**src/rtl/alu_rs.sv**
```systemverilog
// rtl/alu_rs.sv - ALU reservation station, collapsing queue with CDB wakeup and oldest-ready issue
module alu_rs #(
    parameter int DEPTH = 4,
    parameter int TAG_W = 5
) (
    input  logic                       clk,
    input  logic                       rst,
    input  logic                       flush,
    input  logic                       disp_valid,
    output logic                       disp_ready,
    input  logic [15:0]                disp_pc,
    input  logic [3:0]                 disp_opcode,
    input  logic [15:0]                disp_opr1,
    input  logic [15:0]                disp_opr2,
    input  logic                       disp_opr1_rdy,
    input  logic                       disp_opr2_rdy,
    input  logic [TAG_W-1:0]           disp_tag1,
    input  logic [TAG_W-1:0]           disp_tag2,
    input  logic [TAG_W-1:0]           disp_rrf_dest,
    input  logic [1:0]                 disp_cz,
    input  logic                       disp_cmp,
    input  logic                       cdb_valid,
    input  logic [TAG_W-1:0]           cdb_tag,
    input  logic [15:0]                cdb_data,
    output logic [15:0]                pc_out,
    output logic [3:0]                 opcode_out,
    output logic [15:0]                opr1_out,
    output logic [15:0]                opr2_out,
    output logic [TAG_W-1:0]           rrf_dest_out,
    output logic [1:0]                 cz_out,
    output logic                       cmp_out,
    output logic                       valid_out,
    output logic [$clog2(DEPTH+1)-1:0] count
);

    localparam int CW = $clog2(DEPTH + 1);
    localparam int IW = $clog2(DEPTH);

    typedef struct packed {
        logic             busy;
        logic [15:0]      pc;
        logic [3:0]       opcode;
        logic [15:0]      opr1;
        logic [15:0]      opr2;
        logic             rdy1;
        logic             rdy2;
        logic [TAG_W-1:0] tag1;
        logic [TAG_W-1:0] tag2;
        logic [TAG_W-1:0] dest;
        logic [1:0]       cz;
        logic             cmp;
    } entry_t;

    entry_t          ent_q [DEPTH];
    entry_t          ent_w [DEPTH];
    entry_t          ent_d [DEPTH];
    entry_t          nent;
    logic            issue;
    logic [IW-1:0]   sel;
    logic            do_disp;
    logic [CW-1:0]   wr_idx;
    logic [CW-1:0]   count_d;

    assign disp_ready = (count != CW'(DEPTH));
    assign do_disp    = disp_valid && disp_ready;
    assign wr_idx     = issue ? count - CW'(1) : count;

    // Oldest-ready select, looking only at registered state so fresh wakeups wait a cycle
    always_comb begin
        issue = 1'b0;
        sel   = '0;
        for (int i = 0; i < DEPTH; i++) begin
            if (!issue && ent_q[i].busy && ent_q[i].rdy1 && ent_q[i].rdy2) begin
                issue = 1'b1;
                sel   = IW'(i);
            end
        end
    end

    // New entry from dispatch, with same-cycle CDB bypass for waiting operands
    always_comb begin
        nent        = '0;
        nent.busy   = 1'b1;
        nent.pc     = disp_pc;
        nent.opcode = disp_opcode;
        nent.opr1   = disp_opr1;
        nent.opr2   = disp_opr2;
        nent.rdy1   = disp_opr1_rdy;
        nent.rdy2   = disp_opr2_rdy;
        nent.tag1   = disp_tag1;
        nent.tag2   = disp_tag2;
        nent.dest   = disp_rrf_dest;
        nent.cz     = disp_cz;
        nent.cmp    = disp_cmp;
        if (cdb_valid && !disp_opr1_rdy && disp_tag1 == cdb_tag) begin
            nent.rdy1 = 1'b1;
            nent.opr1 = cdb_data;
        end
        if (cdb_valid && !disp_opr2_rdy && disp_tag2 == cdb_tag) begin
            nent.rdy2 = 1'b1;
            nent.opr2 = cdb_data;
        end
    end

    // Apply CDB wakeup in place, then collapse over the issued slot and append the dispatch
    always_comb begin
        for (int i = 0; i < DEPTH; i++) begin
            ent_w[i] = ent_q[i];
            if (cdb_valid && ent_q[i].busy && !ent_q[i].rdy1 && ent_q[i].tag1 == cdb_tag) begin
                ent_w[i].rdy1 = 1'b1;
                ent_w[i].opr1 = cdb_data;
            end
            if (cdb_valid && ent_q[i].busy && !ent_q[i].rdy2 && ent_q[i].tag2 == cdb_tag) begin
                ent_w[i].rdy2 = 1'b1;
                ent_w[i].opr2 = cdb_data;
            end
        end
        for (int i = 0; i < DEPTH; i++) begin
            ent_d[i] = ent_w[i];
            if (issue && i >= int'(sel)) begin
                ent_d[i] = (i < DEPTH - 1) ? ent_w[(i + 1) % DEPTH] : '0;
            end
            if (do_disp && wr_idx == CW'(i)) begin
                ent_d[i] = nent;
            end
        end
    end

    // Occupancy: dispatch and issue in the same cycle cancel out
    always_comb begin
        case ({do_disp, issue})
            2'b10:   count_d = count + CW'(1);
            2'b01:   count_d = count - CW'(1);
            default: count_d = count;
        endcase
    end

    // State and issued bundle registers; flush drops everything but leaves bundle fields as-is
    always_ff @(posedge clk or posedge rst) begin
        if (rst) begin
            for (int i = 0; i < DEPTH; i++) ent_q[i] <= '0;
            count        <= '0;
            valid_out    <= 1'b0;
            pc_out       <= '0;
            opcode_out   <= '0;
            opr1_out     <= '0;
            opr2_out     <= '0;
            rrf_dest_out <= '0;
            cz_out       <= '0;
            cmp_out      <= 1'b0;
        end else if (flush) begin
            for (int i = 0; i < DEPTH; i++) ent_q[i] <= '0;
            count     <= '0;
            valid_out <= 1'b0;
        end else begin
            for (int i = 0; i < DEPTH; i++) ent_q[i] <= ent_d[i];
            count     <= count_d;
            valid_out <= issue;
            if (issue) begin
                pc_out       <= ent_q[sel].pc;
                opcode_out   <= ent_q[sel].opcode;
                opr1_out     <= ent_q[sel].opr1;
                opr2_out     <= ent_q[sel].opr2;
                rrf_dest_out <= ent_q[sel].dest;
                cz_out       <= ent_q[sel].cz;
                cmp_out      <= ent_q[sel].cmp;
            end
        end
    end

endmodule

```
**config.mk**
```make
export PLATFORM = sky130hd
export DESIGN_NAME = alu_rs
export DESIGN_NICKNAME = d
export VERILOG_FILES = /design/src/rtl/alu_rs.sv
export SDC_FILE = /design/constraint.sdc
export NUM_CORES = 1
export LEC_CHECK = 0
export ABC_AREA = 1
export BUFFER_PORTS_ARGS = -buffer_cell sky130_fd_sc_hd__buf_2
export CAP_MARGIN = 20
export CORE_UTILIZATION = 40
export CTS_BUF_LIST = sky130_fd_sc_hd__clkbuf_4
export DETAILED_ROUTE_END_ITERATION = 12
export PLACE_DENSITY = 0.69
export SLEW_MARGIN = 40
export SYNTH_ARGS = -nofsm -noshare
export SYNTH_HDL_FRONTEND = slang
export SYNTH_SLANG_ARGS = --single-unit
```
**constraint.sdc**
```tcl
create_clock -name clk -period 16.75 [get_ports clk]
set_input_delay 3.35 -clock clk [delete_from_list [all_inputs] [get_ports clk]]
set_output_delay 3.35 -clock clk [all_outputs]
set_load 0.03 [all_outputs]
```
# After elaboration in Yosys (flattened, before gate mapping)

Index checks and enable logic that the tools add are counted.

Register bits: 356
Output and inout port bits: 65
Logic and storage cells: 189

Add/subtract/negate cells: 2
$lt $le $gt $ge: 4
Eq/ne operators: 16
Multiplexer cells: 43
Bitwise logic cells: 2
Reductions and logical operators: 65

Operator list:

| kind                                                                                | count |
|---|---|
| 73-bit 2-to-1 mux                                                                   | 8 |
| 292-bit 2-to-1 mux                                                                  | 1 |
| 16-bit 2-to-1 mux                                                                   | 10 |
| 73-bit binary-select mux with 2-bit select                                          | 1 |
| 72-bit 2-to-1 mux                                                                   | 2 |
| 5-bit equality test                                                                 | 10 |
| 1-bit logical AND                                                                   | 43 |
| 1-bit 2-to-1 mux                                                                    | 16 |
| 3-bit nonzero test                                                                  | 5 |
| 1-bit logical NOT                                                                   | 13 |
| 4-bit nonzero test                                                                  | 2 |
| 3-bit by 2-bit equality test with 1-bit output (second input constant)              | 2 |
| 3-bit 2-to-1 mux                                                                    | 2 |
| 3-bit case mux with 2 select lines                                                  | 1 |
| 1-bit by 2-bit greater-or-equal comparator with 1-bit output (first input constant) | 2 |
| 2-bit 2-to-1 mux                                                                    | 2 |
| 3-bit by 1-bit adder with 3-bit output (second input constant)                      | 1 |
| 3-bit by 1-bit equality test with 1-bit output (second input constant)              | 1 |
| 3-bit greater-or-equal comparator (second input constant)                           | 1 |
| 3-bit logical NOT                                                                   | 1 |
| 3-bit inequality test (second input constant)                                       | 1 |
| 2-bit inverter with 3-bit output                                                    | 1 |
| 3-bit by 1-bit subtractor with 3-bit output (second input constant)                 | 1 |
| 2-bit by 1-bit equality test with 1-bit output (second input constant)              | 1 |
| 4 further kinds                                                                     | 4 |

# Depth between registers and ports, before layout

Word-level depth: 23
Gate-level depth with buffers: 14
Depth with buffers taken out: 13

# Least setup slack after synthesis

No wires, ideal clock.

Kind: input-to-reg
Start: input cdb_tag[1]
End: register, netlist name ent_q[269]
Setup time: 118 ps
Arrival: 4749 ps
Data required time: 16632 ps
Slack: 11883 ps
Stages on the path: 11
Cells stage by stage: buf_2 -> xor2_1 -> nor2_1 -> nand3_2 -> buf_2 -> nand2_1 -> nand3_1 -> o21ai_0 -> nand2_1 -> nand3_1 -> nand2_1

Longest elaborated chain between the ends: 6
Elaborated cells between the ends (all ways): 12
Those cells by class: 3 x eq/ne; 5 x mux; 4 x reduce/logical

RTL lines:

| what                | line | source |
|---|---|---|
| start: declaration  | 23   | `input logic [TAG_W-1:0] cdb_tag,` |
| 5-bit equality test | 109  | `if (cdb_valid && ent_q[i].busy && !ent_q[i].rdy1 && ent_q[i].tag1 == cdb_tag) begin` |
| 1-bit logical AND   | 109  |  |
| 16-bit 2-to-1 mux   | 109  |  |
| 73-bit 2-to-1 mux   | 120  | `if (issue && i >= int'(sel)) begin` |
| 73-bit 2-to-1 mux   | 123  | `if (do_disp && wr_idx == CW'(i)) begin` |
| 292-bit 2-to-1 mux  | 151  | `end else if (flush) begin` |

Several ways; a longest one is shown, not always the timed one. The select of a mux whose other input is x is not followed.
A chain may end at the register's enable or synchronous reset.

# Worst setup path after layout

Start: input cdb_tag[3]
End: register, netlist name ent_q[252]

Longest elaborated chain between the ends: 6
Elaborated cells between the ends (all ways): 12
Those cells by class: 3 x eq/ne; 5 x mux; 4 x reduce/logical

RTL lines:

| what                | line | source |
|---|---|---|
| 5-bit equality test | 113  | `if (cdb_valid && ent_q[i].busy && !ent_q[i].rdy2 && ent_q[i].tag2 == cdb_tag) begin` |
| 1-bit logical AND   | 113  |  |
| 16-bit 2-to-1 mux   | 113  |  |
| 73-bit 2-to-1 mux   | 120  |  |
| 73-bit 2-to-1 mux   | 123  |  |
| 292-bit 2-to-1 mux  | 151  |  |

Several ways; a longest one is shown, not always the timed one. The select of a mux whose other input is x is not followed.

==> impl_metrics.ini <==
[clocking]
cts_buffers = 96
clk_pin_slew_ns = 0.06
holdBufCountCts = 0
cts.sinks = 356
worst_skew_pair.late_latency_ns = 0.84
clockBufferDepth = 3
cts_root_buf = clkbuf_4
cts-resized-gates = 0
htreeDepth = 3
cts_setup_buffers = 0
cts_tree = done

[setup_path]
required_ns = 17.44
worst-path-buf-inv = 2
worstPathArrival_ns = 5.94
slowest_delay_ns = 0.67
cp-end-kind = register
crit_chain = buf_2, inv_1, nand2_1, nand2_1, nor2_2, nand3_2, nand2_1, nand3_1, o21ai_0, nand2_1, nand3_1, nand2_1
cp_slowest_cell = nor2_2
reg2reg_slack_ns = 12.19
cp_common_cell = nand2_1
cp_max_fo = 17
worst_path_dominant_cell_family = simple AND/OR/NAND/NOR gates
cp-start-kind = input pin
reg2reg_to = ent_q[145]
regToRegStartpoint = ent_q[238]
crit_type = input pin to register
ff2ff_path_depth = 12

[timing]
finalSetupViolCount = 0
timing.final.max_slew_violations = 0
worstMarginPinSlew_ns = 0.893
finalCritPeriodShare = 0.313
slew-limit-headroom = 0.404
worst_slack_ns = 11.51
post-route-min-period_ns = 5.24
clock_skew_ns = 0.0518
hold_viol_final = 0
fin_hold_ws_ns = 0.479
setup_tns_ns = 0
rsz0062_at_grt = false
fmax_mhz = 191

[detailed_routing]
viasPerCell = 5.80
wirelength_um = 76700
first_pass_iters = 7
drc = 0
wl_per_cell_um = 20.0
ant_nets = 0
drt_iter0_drc = 2397
vias = 22285

[logic_synthesis]
syn_area_um2 = 21300
syn-num-nets = 3111
synth-seq-cells = 356
ys_seq_area_frac = 0.419
yosysWarningCount = 0
avgSynthCellArea_um2 = 7.06
netlist_instances = 3010
synth.distinct_cells = 34

[floorplan]
die_height_um = 233
core_um2 = 52600
initial_core_util = 0.405
rows = 84
io_pins = 163
dieArea_um2 = 54100
die_x_um = 233

[placed_design]
portBuffers = 162
routabilityCongestion = 0.926
dp_slack_ns = 10.73
hpwl_um = 44000
numPlacedInstances = 3664

[final_layout]
fillers = 5425
drive_above_1_share = 0.132
nets = 3177
final_cell_mix = 693 x nand2_1, 367 x o21ai_0, 356 x dfrtp_1
fin_cells = 3839
mostFrequentLayoutCell = nand2_1
area_growth_pct = 11.6

[min_path]
hp-start = ent_q[257]
whs_endpoint = ent_q[257]
hold_class = register to register
hold_depth = 2

[power_and_ir_drop]
finalPower_mw = 3.35
leakage_nw = 11.4
power.ir.vdd_worst_uv = 72.6
power-per-cell-area_nw_per_um2 = 141

[global_routing]
grt_pass1_wl_um = 118000
antenna_found_initial = 8
grtUsageTotal = 0.281
grt.overflow.total = 0
grt_pass1_vias = 20610
grt_max_degree = 101

[status]
status = complete, no violations

[flow_run]
maxCapViolCount = 0
[kinds of logic after synthesis]
group | Yosys count | synth area share
xor gates and xnor gates | 20 | 0.00824
and+or+nand+nor | 1297 | 0.264
AOI/OAI and AO/OA | 790 | 0.205
DFF | 356 | 0.419
adders and majority gates | 3 | 0.00177
buffers and inverters | 544 | 0.102
[through the flow]
step / area [µm²] / util
3_5_place_dp: 22400 / 0.427
6_report: 23700 / 0.452
5_1_grt: 23700 / 0.451
2_1_floorplan: 21300 / -
3_3_place_gp: 22300 / 0.425
4_1_cts: 23600 / 0.450
[worst max path at each step]
stage	start	end	slack, ns	cells past startpoint
3_5_place_dp	disp_valid	ent_q[145]	10.73	10
3_3_place_gp	flush	ent_q[101]	10.51	6
5_1_grt	cdb_tag[3]	ent_q[252]	11.38	12
2_1_floorplan	rst	cmp_out	3.52	1
4_1_cts	count[0]	disp_ready	11.56	4
6_report	cdb_tag[3]	ent_q[252]	11.51	12
[registers in the layout, indices dropped and copies added (netlist names)]
register and flops:
count 3, cmp_out 1, opcode_out 4, rrf_dest_out 5
opr1_out 16, ent_q 292, cz_out 2, pc_out 16
opr2_out 16, valid_out 1
[metal layers]
layer	wire length, µm	up-vias	GRT usage
li1	-	10302	-
met2	33400	1299	0.422
met1	31500	10438	0.388
met3	8680	242	0.0615
met4	3050	4	0.124
met5	27	-	0
[cell usage after synthesis (all sizes together)]
cell | number | share of area
nand2 | 703 | 0.13
nand3 | 296 | 0.072
inv | 308 | 0.054
xnor2 | 2 | 0.00082
nand3b | 1 | 0.00035
or2 | 2 | 0.00059
a31oi | 60 | 0.018
o211ai | 107 | 0.038
a21oi | 209 | 0.050
ha | 3 | 0.0018
nand4 | 96 | 0.028
dfrtp | 356 | 0.42
clkbuf | 151 | 0.027
clkinv | 2 | 0.00035
o22ai | 39 | 0.011
nor2 | 196 | 0.036
buf | 83 | 0.020
xor2 | 18 | 0.0074
o21ai | 375 | 0.088
nor3 | 3 | 0.0012
[where the power goes]
| group | leakage [nW] | total, mW | internal (mW) | switching [mW] |
|---|---|---|---|---|
| logic | 5.96 | 1.30 | 0.387 | 0.909 |
| clock network | 0.732 | 0.791 | 0.407 | 0.385 |
| registers | 4.71 | 1.26 | 1.11 | 0.151 |
| total | 11.4 | 3.35 | 1.90 | 1.44 |
[worst register-to-register path, stage by stage (launching register included)]
cell and delay, ns:
dfrtp_1 0.45, nand3_4 0.68, nand2_4 0.99, inv_2 0.12, nand2_2 0.14, nand2_1 0.09
nand3_2 0.10, inv_1 0.16, nand2_8 0.46, clkinv_1 0.58, buf_4 0.41, a21oi_1 0.16
o21ai_0 0.08
[area by class of cell]
class                   count  area, µm²  share of cell area
multi-input cells        2110      10400               0.437
diodes                      5       12.5            0.000527
well taps                 688        861              0.0363
repair buffers            202       1210              0.0508
flip-flops and latches    356       8910               0.375
clock inverters            16       60.1             0.00253
clock buffers             152       1140              0.0481
inverters                 310       1180              0.0496
(Power assumes the default switching activity.)
